## config.mk

```make
export PLATFORM = sky130hd
export DESIGN_NAME = audio_level_ctrl
export DESIGN_NICKNAME = d
export VERILOG_FILES = /design/src/rtl/audio_pkg.sv /design/src/rtl/button_debounce.sv /design/src/rtl/audio_level_ctrl.sv
export SDC_FILE = /design/constraint.sdc
export NUM_CORES = 1
export LEC_CHECK = 0
export BUFFER_PORTS_ARGS = -buffer_cell sky130_fd_sc_hd__buf_2
export CORE_MARGIN = 2
export CORE_UTILIZATION = 30
export CTS_CLUSTER_SIZE = 10
export DETAILED_ROUTE_END_ITERATION = 10
export GPL_ROUTABILITY_DRIVEN = 0
export MAX_ROUTING_LAYER = met4
export PLACE_DENSITY_LB_ADDON = 0.15
export SYNTH_ARGS = -nofsm -noshare
export SYNTH_HDL_FRONTEND = slang
export SYNTH_SLANG_ARGS = --single-unit
export TNS_END_PERCENT = 20
```

## constraint.sdc

```tcl
create_clock -name clk_i -period 3.4 [get_ports clk_i]
set_input_delay 0.68 -clock clk_i [delete_from_list [all_inputs] [get_ports clk_i]]
set_output_delay 0.68 -clock clk_i [all_outputs]
set_load 0.02 [all_outputs]
```

## src/rtl/audio_pkg.sv

```systemverilog
// Shared types for the audio level controller: FSM state encoding, frame layout
// and the button index assignments on the board.
package audio_pkg;

  typedef enum logic [1:0] {
    PLAY      = 2'd0,
    RAMP_DOWN = 2'd1,
    MUTED     = 2'd2,
    RAMP_UP   = 2'd3
  } level_state_e;

  typedef struct packed {
    logic signed [23:0] left;
    logic signed [23:0] right;
  } stereo_frame_t;

  localparam int BTN_MUTE   = 1;
  localparam int BTN_VOL_DN = 2;
  localparam int BTN_VOL_UP = 3;

  // States in which the listener perceives the output as muted or going silent.
  function automatic logic is_mute_side(input level_state_e s);
    return (s == RAMP_DOWN) || (s == MUTED);
  endfunction

endpackage

```

## src/rtl/button_debounce.sv

```systemverilog
// Synchronizes one raw board button and emits a single-cycle pulse when it has
// settled high for DEBOUNCE_P consecutive cycles after being settled low.
module button_debounce #(
  parameter int DEBOUNCE_P = 250000
) (
  input  logic clk_i,
  input  logic rstn_i,
  input  logic btn_i,
  output logic press_o
);

  localparam int CNT_W = (DEBOUNCE_P > 1) ? $clog2(DEBOUNCE_P) : 1;

  logic             sync1;
  logic             sync2;
  logic             stable;
  logic [CNT_W-1:0] cnt;

  always_ff @(posedge clk_i or negedge rstn_i) begin
    if (!rstn_i) begin
      sync1   <= 1'b0;
      sync2   <= 1'b0;
      stable  <= 1'b0;
      cnt     <= '0;
      press_o <= 1'b0;
    end else begin
      sync1   <= btn_i;
      sync2   <= sync1;
      press_o <= 1'b0;
      // Any sample that agrees with the settled level restarts the qualification run.
      if (sync2 == stable) begin
        cnt <= '0;
      end else if (cnt == CNT_W'(DEBOUNCE_P - 1)) begin
        stable  <= sync2;
        cnt     <= '0;
        press_o <= sync2;
      end else begin
        cnt <= cnt + 1'b1;
      end
    end
  end

endmodule

```

## src/rtl/audio_level_ctrl.sv

```systemverilog
// Mute/volume sequencer for the stereo frame stream: debounced buttons drive an FSM
// whose target attenuation is approached one shift step per RAMP_FRAMES_P frames.
module audio_level_ctrl
  import audio_pkg::*;
#(
  parameter int WIDTH_P       = 24,
  parameter int DEBOUNCE_P    = 250000,
  parameter int RAMP_FRAMES_P = 64,
  parameter int MAX_SHIFT_P   = 7
) (
  input  logic                      clk_i,
  input  logic                      rstn_i,
  input  logic [3:1]                button_i,
  input  logic                      valid_i,
  output logic                      ready_o,
  input  logic signed [WIDTH_P-1:0] data_left_i,
  input  logic signed [WIDTH_P-1:0] data_right_i,
  output logic                      valid_o,
  input  logic                      ready_i,
  output logic signed [WIDTH_P-1:0] data_left_o,
  output logic signed [WIDTH_P-1:0] data_right_o,
  output logic [5:1]                led_o
);

  localparam int SHIFT_W = $clog2(MAX_SHIFT_P + 1);
  localparam int CNT_W   = (RAMP_FRAMES_P > 1) ? $clog2(RAMP_FRAMES_P) : 1;
  localparam logic [SHIFT_W-1:0] MAX_SHIFT = SHIFT_W'(MAX_SHIFT_P);

  logic [3:1]         press;
  level_state_e       state;
  level_state_e       state_next;
  logic [SHIFT_W-1:0] vol_r;
  logic [SHIFT_W-1:0] cur_shift_r;
  logic [SHIFT_W-1:0] target;
  logic [CNT_W-1:0]   frame_cnt;
  logic               accept;
  logic               at_target;
  logic               ramp_tick;
  logic               mute_p;
  logic               vol_inc;
  logic               vol_dec;
  logic signed [WIDTH_P-1:0] left_shifted;
  logic signed [WIDTH_P-1:0] right_shifted;

  genvar gi;
  generate
    for (gi = 1; gi <= 3; gi++) begin : g_btn
      button_debounce #(.DEBOUNCE_P(DEBOUNCE_P)) u_debounce (
        .clk_i   (clk_i),
        .rstn_i  (rstn_i),
        .btn_i   (button_i[gi]),
        .press_o (press[gi])
      );
    end
  endgenerate

  // A mute press swallows any volume press landing on the same cycle.
  assign mute_p  = press[BTN_MUTE];
  assign vol_inc = press[BTN_VOL_DN] & ~press[BTN_VOL_UP] & ~mute_p;
  assign vol_dec = press[BTN_VOL_UP] & ~press[BTN_VOL_DN] & ~mute_p;

  assign ready_o   = ~valid_o | ready_i;
  assign accept    = valid_i & ready_o;
  assign target    = ((state == PLAY) || (state == RAMP_UP)) ? vol_r : MAX_SHIFT;
  assign at_target = (cur_shift_r == target);
  assign ramp_tick = accept & ~at_target & (frame_cnt == CNT_W'(RAMP_FRAMES_P - 1));

  // Shift into dedicated signed nets so the arithmetic shift is never widened unsigned.
  always_comb begin
    left_shifted  = data_left_i >>> cur_shift_r;
    right_shifted = data_right_i >>> cur_shift_r;
  end

  always_comb begin
    state_next = state;
    case (state)
      PLAY:      if (mute_p) state_next = RAMP_DOWN;
      RAMP_DOWN: begin
        if (mute_p)                              state_next = RAMP_UP;
        else if (accept && cur_shift_r == MAX_SHIFT) state_next = MUTED;
      end
      MUTED:     if (mute_p) state_next = RAMP_UP;
      RAMP_UP: begin
        if (mute_p)                    state_next = RAMP_DOWN;
        else if (cur_shift_r == vol_r) state_next = PLAY;
      end
      default:   state_next = PLAY;
    endcase
  end

  always_ff @(posedge clk_i or negedge rstn_i) begin
    if (!rstn_i) begin
      state        <= PLAY;
      vol_r        <= '0;
      cur_shift_r  <= '0;
      frame_cnt    <= '0;
      valid_o      <= 1'b0;
      data_left_o  <= '0;
      data_right_o <= '0;
    end else begin
      state <= state_next;

      if (vol_inc && vol_r < MAX_SHIFT)
        vol_r <= vol_r + 1'b1;
      else if (vol_dec && vol_r != '0)
        vol_r <= vol_r - 1'b1;

      if (at_target)
        frame_cnt <= '0;
      else if (accept)
        frame_cnt <= ramp_tick ? '0 : frame_cnt + 1'b1;

      if (ramp_tick)
        cur_shift_r <= (target > cur_shift_r) ? cur_shift_r + 1'b1 : cur_shift_r - 1'b1;

      if (ready_o)
        valid_o <= valid_i;

      if (accept) begin
        data_left_o  <= (state == MUTED) ? '0 : left_shifted;
        data_right_o <= (state == MUTED) ? '0 : right_shifted;
      end
    end
  end

  assign led_o = {~at_target, 3'(vol_r), is_mute_side(state)};

endmodule

```

==> flow_summary.toml, run 1 <==
[sta]
whs_ps = 274
clock_skew_ps = 8.66
fin_crit_sh_pct = 91.0
setup_viol = 0
layout_min_cycle_time_ps = 3090
slew_violations = 0
hold_violations = 0
fmax_mhz = 323
worst_pin_slew_ps = 668
final.setup.tns_ps = 0
slew_headroom_pct = 55.5
grt_setup_unrepaired = "false"

[die]
die-width_um = 159
fp.dieH_um = 159
start_util_pct = 30.6
io_pins = 110
rows = 56
die_area_sq_mm = 0.0252
core_sq_mm = 0.0235

[power]
power_switching_uw = 1100
p_leak_uw = 0.00390
vdd_drop_max_mv = 0.284
p_seq_share_pct = 41.1
p_sw_share_pct = 26.1
clock_power_share_pct = 46.6
pwr-share-comb_pct = 12.3
p_int_uw = 3130
power.density_mw_per_mm2 = 490

[clock_network]
cts_resized = 0
ctsHoldBuffers = 0
clk_path_buf_depth = 2
tritoncts = "done"
numCtsBuffers = 17
cts_root_buffer = "clkbuf_16"
cts.clk_slew.worst_paths_ps = 60
post_cts_buffers = 0
cts_sinks = 129
insertion_delay_ps = 420
htree_num_levels = 4

[placed_design]
hpwl_um = 12800
io_buffers = 109

[grt]
grt_pass1_vias = 5672
antenna_found_initial = 0
grt_overflow = 0
grt_first_pass_wirelength_um = 30800
grt_start_max_net_pins = 65
grt_usage_pct = 15.6

[routing]
drc_errors = 0
wl_um = 18500
vias_per_cell = 4.84
drt_first_pass_iters = 6
wire_per_inst_um = 15.8
routed-via-count = 5656
drt_iter0_markers = 282
postRouteAntennaNets = 0

[critical_path]
crit_type = "flip-flop to output pin"
cp_slowest_cell = "dfrtp_1"
path_max_fanout = 7
crit_buf_inv = 3
r2r_setup_slack_ps = 610
critPathCaptureType = "output pin"
critPathTopFamily = "adder cells"
required_ps = 2720
path_cells = "inv_1, ha_1, or2_2, ha_1, and3_1, inv_1, buf_2"
arrival_ps = 2410
cp_slowest_stage_delay_ps = 410
startpoint_type = "flip-flop"

[synthesis]
yosysMostFrequentCell = "dfrtp_1"
yosysSeqAreaShare_pct = 44.9
synth_common_cells = "dfrtp_1 (129), nand2_1 (97), nor2_1 (74)"
ys_types = 57
syn_inst = 741
synth_flop_cell = "dfrtp_1"
syn-cell-area_sq_mm = 0.00719
synth_edf_count = 0
syn_area_per_cell_sq_um = 9.70
syn-num-nets = 809
async_reset_ff_share_pct = 100
synth_area_leader_cell = "dfrtp_1"
yosys_warnings = 0
yosys.area.top_type_share_pct = 44.9
synth_area_leaders = "dfrtp_1 (45%), mux2i_1 (7.5%), nand2_1 (5.1%), nor2_1 (3.9%), xor2_1 (3.8%)"
ys_ff_latch = 129

[final_layout]
final_net_count = 904
area_growth_pct = 20.1
drive_gt1_share_pct = 20.8
multi_input_area_sq_mm = 0.00370
seqCellArea_sq_mm = 0.00323
fillCellCount = 2426

[flow_run]
drv_cap = 0

[hold_path]
holdCritPathClass = "input pin to asynchronous set/reset pin"

[run_status]
outcome = "finished, final reports clean"
[sequential cells by signal, indices dropped and copies added (netlist names)]
| register | cells |
|---|---|
| g_btn.u_debounce.cnt | 54 |
| data_left_o | 24 |
| data_right_o | 24 |
| frame_cnt | 6 |
| cur_shift_r | 3 |
| g_btn.u_debounce.press_o | 3 |
| g_btn.u_debounce.stable | 3 |
| g_btn.u_debounce.sync1 | 3 |
| g_btn.u_debounce.sync2 | 3 |
| vol_r | 3 |
| state | 2 |
| valid_o | 1 |
[power by group through the flow]
stage	logic, uW	registers [uW]	clock network (uW)
2_1_floorplan	213	1840	0
3_3_place_gp	534	1760	0
3_5_place_dp	532	1760	0
4_1_cts	534	1740	2030
5_1_grt	584	1750	2100
6_report	522	1740	1970
[layout by cell type (no fill, tap or decap), drive strengths merged, types with 17 or more instances in the layout]
| master | count |
|---|---|
| clkbuf | 22 |
| buf | 118 |
| xor2 | 31 |
| a211oi | 17 |
| and3 | 23 |
| dfrtp | 129 |
| nand3 | 26 |
| a21oi | 26 |
| mux2i | 54 |
| o21ai | 57 |
| nand2 | 98 |
| xnor2 | 27 |
| nor2 | 74 |
[stage by stage]
step / instances / total power [uW] / setup WS (ps) / instance area, sq um / util (%)
after CTS: 1167 / 4300 / 241 / 8630 / 36.8
after floorplan: 741 / 2060 / 594 / 7190 / -
after detailed placement: 1136 / 2290 / 595 / 8000 / 34.1
after global placement: 1136 / 2290 / 655 / 8000 / 34.1
after global routing: 1167 / 4440 / 125 / 8630 / 36.8
final: 1168 / 4230 / 305 / 8630 / 36.8
[layout make-up]
cell class / instances / area share (%)
Clock inverter: 9 / 1.80
Antenna cell: 1 / 0.0290
Sequential cell: 129 / 37.4
Timing Repair Buffer: 118 / 7.32
Inverter: 9 / 0.391
Tap cell: 319 / 4.62
Multi-Input combinational cell: 561 / 42.9
Clock buffer: 22 / 5.49
[path summary, 6_finish.rpt]
check	cells after the start	startpoint	end
min reg2reg	0	g_btn[3].u_debounce.sync1$_DFF_PN0_	g_btn[3].u_debounce.sync2$_DFF_PN0_
max in group asynchronous	2	rstn_i	vol_r[0]$_DFFE_PN0P_
max reg2reg	11	state[0]$_DFFE_PN0P_	cur_shift_r[2]$_DFFE_PN0P_
min in group clk_i	0	g_btn[3].u_debounce.sync1$_DFF_PN0_	g_btn[3].u_debounce.sync2$_DFF_PN0_
max	7	state[0]$_DFFE_PN0P_	led_o[5]
min	1	rstn_i	data_left_o[18]$_DFFE_PN0P_
[metal layers]
layer  GRT usage (%)  wire (um)  up-vias
li1                -          -     2791
met5               -          0        -
met1            20.6       9010     2725
met3            4.05        935       12
met4            4.50        165        0
met2            23.8       8380      128
[kinds of logic after synthesis]
logic type / after synthesis / synth area share (%)
AO/OA/AOI/OAI: 135 / 11.6
AND/OR/NAND/NOR: 286 / 19.2
multiplexers: 69 / 11.1
buffers and inverters: 51 / 3.59
flip-flops: 129 / 44.9
XOR/XNOR: 58 / 7.07
adder cells (fa/ha/maj): 13 / 2.47
[worst reg2reg max path, stage by stage (launching register included)]
cell and delay [ps]:
dfrtp_1 410, inv_1 80, ha_1 350, or2_2 300, ha_1 280, and3_1 250
inv_1 110, nand2_1 70, fa_1 370, nor3b_1 190, o21ai_0 120, xnor2_1 140
Power figures use the tool's default switching activity.
==> inputs of run 2 (changes only) <==
SYNTH_HIERARCHICAL = 1   (was default)
==> run 2 against run 1 <==
  * Core utilization fell by 0.44 points
  * Clock power fell by 3%
  * Clock skew is 3.4 ps higher
  * Wire length grew 3.8%
  * Highest routed layer unchanged
==> flow_summary.toml, run 2 <==
[clock_network]
htree_num_levels = 4
post_cts_buffers = 0
ctsHoldBuffers = 0
cts_root_buffer = "clkbuf_16"
cts_sinks = 129
numCtsBuffers = 17
cts_resized = 0
insertion_delay_ps = 420
tritoncts = "done"
clk_path_buf_depth = 2
cts.clk_slew.worst_paths_ps = 60

[flow_run]
drv_cap = 0

[grt]
antenna_found_initial = 0
grt_usage_pct = 15.7
grt_overflow = 0
grt_pass1_vias = 5947
grt_start_max_net_pins = 105
grt_first_pass_wirelength_um = 31700

[sta]
fmax_mhz = 319
slew_violations = 0
grt_setup_unrepaired = "false"
layout_min_cycle_time_ps = 3140
clock_skew_ps = 12.0
slew_headroom_pct = 33.7
worst_pin_slew_ps = 991
fin_crit_sh_pct = 92.3
setup_viol = 0
hold_violations = 0
final.setup.tns_ps = 0

[hold_path]
holdCritPathClass = "flip-flop to flip-flop"

[die]
core_sq_mm = 0.0243
start_util_pct = 30.6
fp.dieH_um = 161
die-width_um = 161
io_pins = 110
rows = 57
die_area_sq_mm = 0.0261

[synthesis]
syn-cell-area_sq_mm = 0.00743
syn_inst = 737
yosys_warnings = 6
synth_flop_cell = "dfrtp_1"
synth_edf_count = 0
yosysMostFrequentCell = "dfrtp_1"
ys_types = 56
synth_area_leaders = "dfrtp_1 (43%), mux2i_1 (6.9%), mux4_2 (4.5%), nand2_1 (4.3%), xnor2_1 (3.9%)"
yosysSeqAreaShare_pct = 43.4
synth_common_cells = "dfrtp_1 (129), nand2_1 (86), nor2_1 (65)"
yosys.area.top_type_share_pct = 43.4
synth_area_leader_cell = "dfrtp_1"
async_reset_ff_share_pct = 100
syn_area_per_cell_sq_um = 10.1
ys_ff_latch = 129
syn-num-nets = 805

[power]
vdd_drop_max_mv = 0.276
p_leak_uw = 0.00413
totalPowerFinal_uw = 4880
power.density_mw_per_mm2 = 552

[routing]
drt_first_pass_iters = 4
routed-via-count = 5810
postRouteAntennaNets = 0
vias_per_cell = 4.96
drc_errors = 0
wire_per_inst_um = 16.4
wl_um = 19200
drt_iter0_markers = 389

[final_layout]
largest_register_ffs = 54
regMostFlops = "g_btn.u_debounce/cnt"
area_growth_pct = 18.9
drive_gt1_share_pct = 23.9
final_common_cell = "dfrtp_1"
reg_top3 = "g_btn.u_debounce/cnt (54), data_left_o (24), data_right_o (24)"
num_antenna_cells = 0
final_cell_mix = "dfrtp_1 (127), buf_2 (108), nand2_1 (85), nor2_1 (65), o21ai_0 (53)"
final_net_count = 903

[critical_path]
cp_slowest_stage_delay_ps = 410
crit_buf_inv = 3
critPathTopFamily = "adder cells"
path_cells = "inv_1, ha_1, or2_2, ha_1, and3_1, inv_1, buf_2"
cp_slowest_cell = "dfrtp_1"
crit_type = "flip-flop to output pin"
arrival_ps = 2460
critPathCaptureType = "output pin"
startpoint_type = "flip-flop"
required_ps = 2720
path_max_fanout = 7

[run_status]
outcome = "finished, final reports clean"

[placed_design]
hpwl_um = 13400
io_buffers = 109
[run 2: routing by layer]
layer	part of all wire (%)	routed length, um	global-route usage, %	up-vias
met3	4.4	839	3.24	15
met1	48	9160	20.7	2822
met2	47	8990	24.6	120
met5	0	0	-	-
li1	-	-	-	2853
met4	1.0	194	4.55	0
[run 2: power by group]
| part | total [uW] | switching (uW) | internal [uW] |
|---|---|---|---|
| clock | 1920 | 728 | 1190 |
| sequential | 1880 | 147 | 1730 |
| combinational | 1080 | 661 | 419 |
[run 2: final cells by class]
cell class / instances / area (sq um)
clock inverter: 13 / 161
sequential: 129 / 3230
fill: 2458 / 15500
inverter: 11 / 41.3
clock buffer: 19 / 453
timing repair buffer: 119 / 627
tap: 324 / 405
multi-input combinational: 557 / 3920
[run 2: metrics by stage]
stage                     setup slack [ps]  instance area, sq um  cells  utilization (%)  hold slack (ps)
final                                  261                  8840   1172             36.3              361
after global placement                 567                  8220   1140             33.8              337
after CTS                              210                  8840   1172             36.3              345
after floorplan                        574                  7430    737                -              331
after detailed placement               550                  8220   1140             33.8              347
after global routing                  89.3                  8840   1172             36.3              346
[run 2: cell families after synthesis]
group | count (synthesis) | share of synthesized area, %
multiplexers | 75 | 12.9
XOR/XNOR | 53 | 6.24
buffers and inverters | 51 | 3.90
adder cells (fa/ha/maj) | 13 | 2.39
AO/OA/AOI/OAI | 134 | 11.9
flip-flops | 129 | 43.4
AND/OR/NAND/NOR | 282 | 19.2
[run 2: worst paths after layout]
path	startpoint	end	slack, ps	cells after the start
max	state[0]$_DFFE_PN0P_	led_o[5]	260	7
min	g_btn[2].u_debounce/sync1$_DFF_PN0_	g_btn[2].u_debounce/sync2$_DFF_PN0_	360	0
max reg2reg	state[0]$_DFFE_PN0P_	cur_shift_r[2]$_DFFE_PN0P_	560	11
max in group asynchronous	rstn_i	g_btn[2].u_debounce/cnt[10]$_DFF_PN0_	2210	2
min reg2reg	g_btn[2].u_debounce/sync1$_DFF_PN0_	g_btn[2].u_debounce/sync2$_DFF_PN0_	360	0
min in group asynchronous	rstn_i	data_left_o[17]$_DFFE_PN0P_	390	1
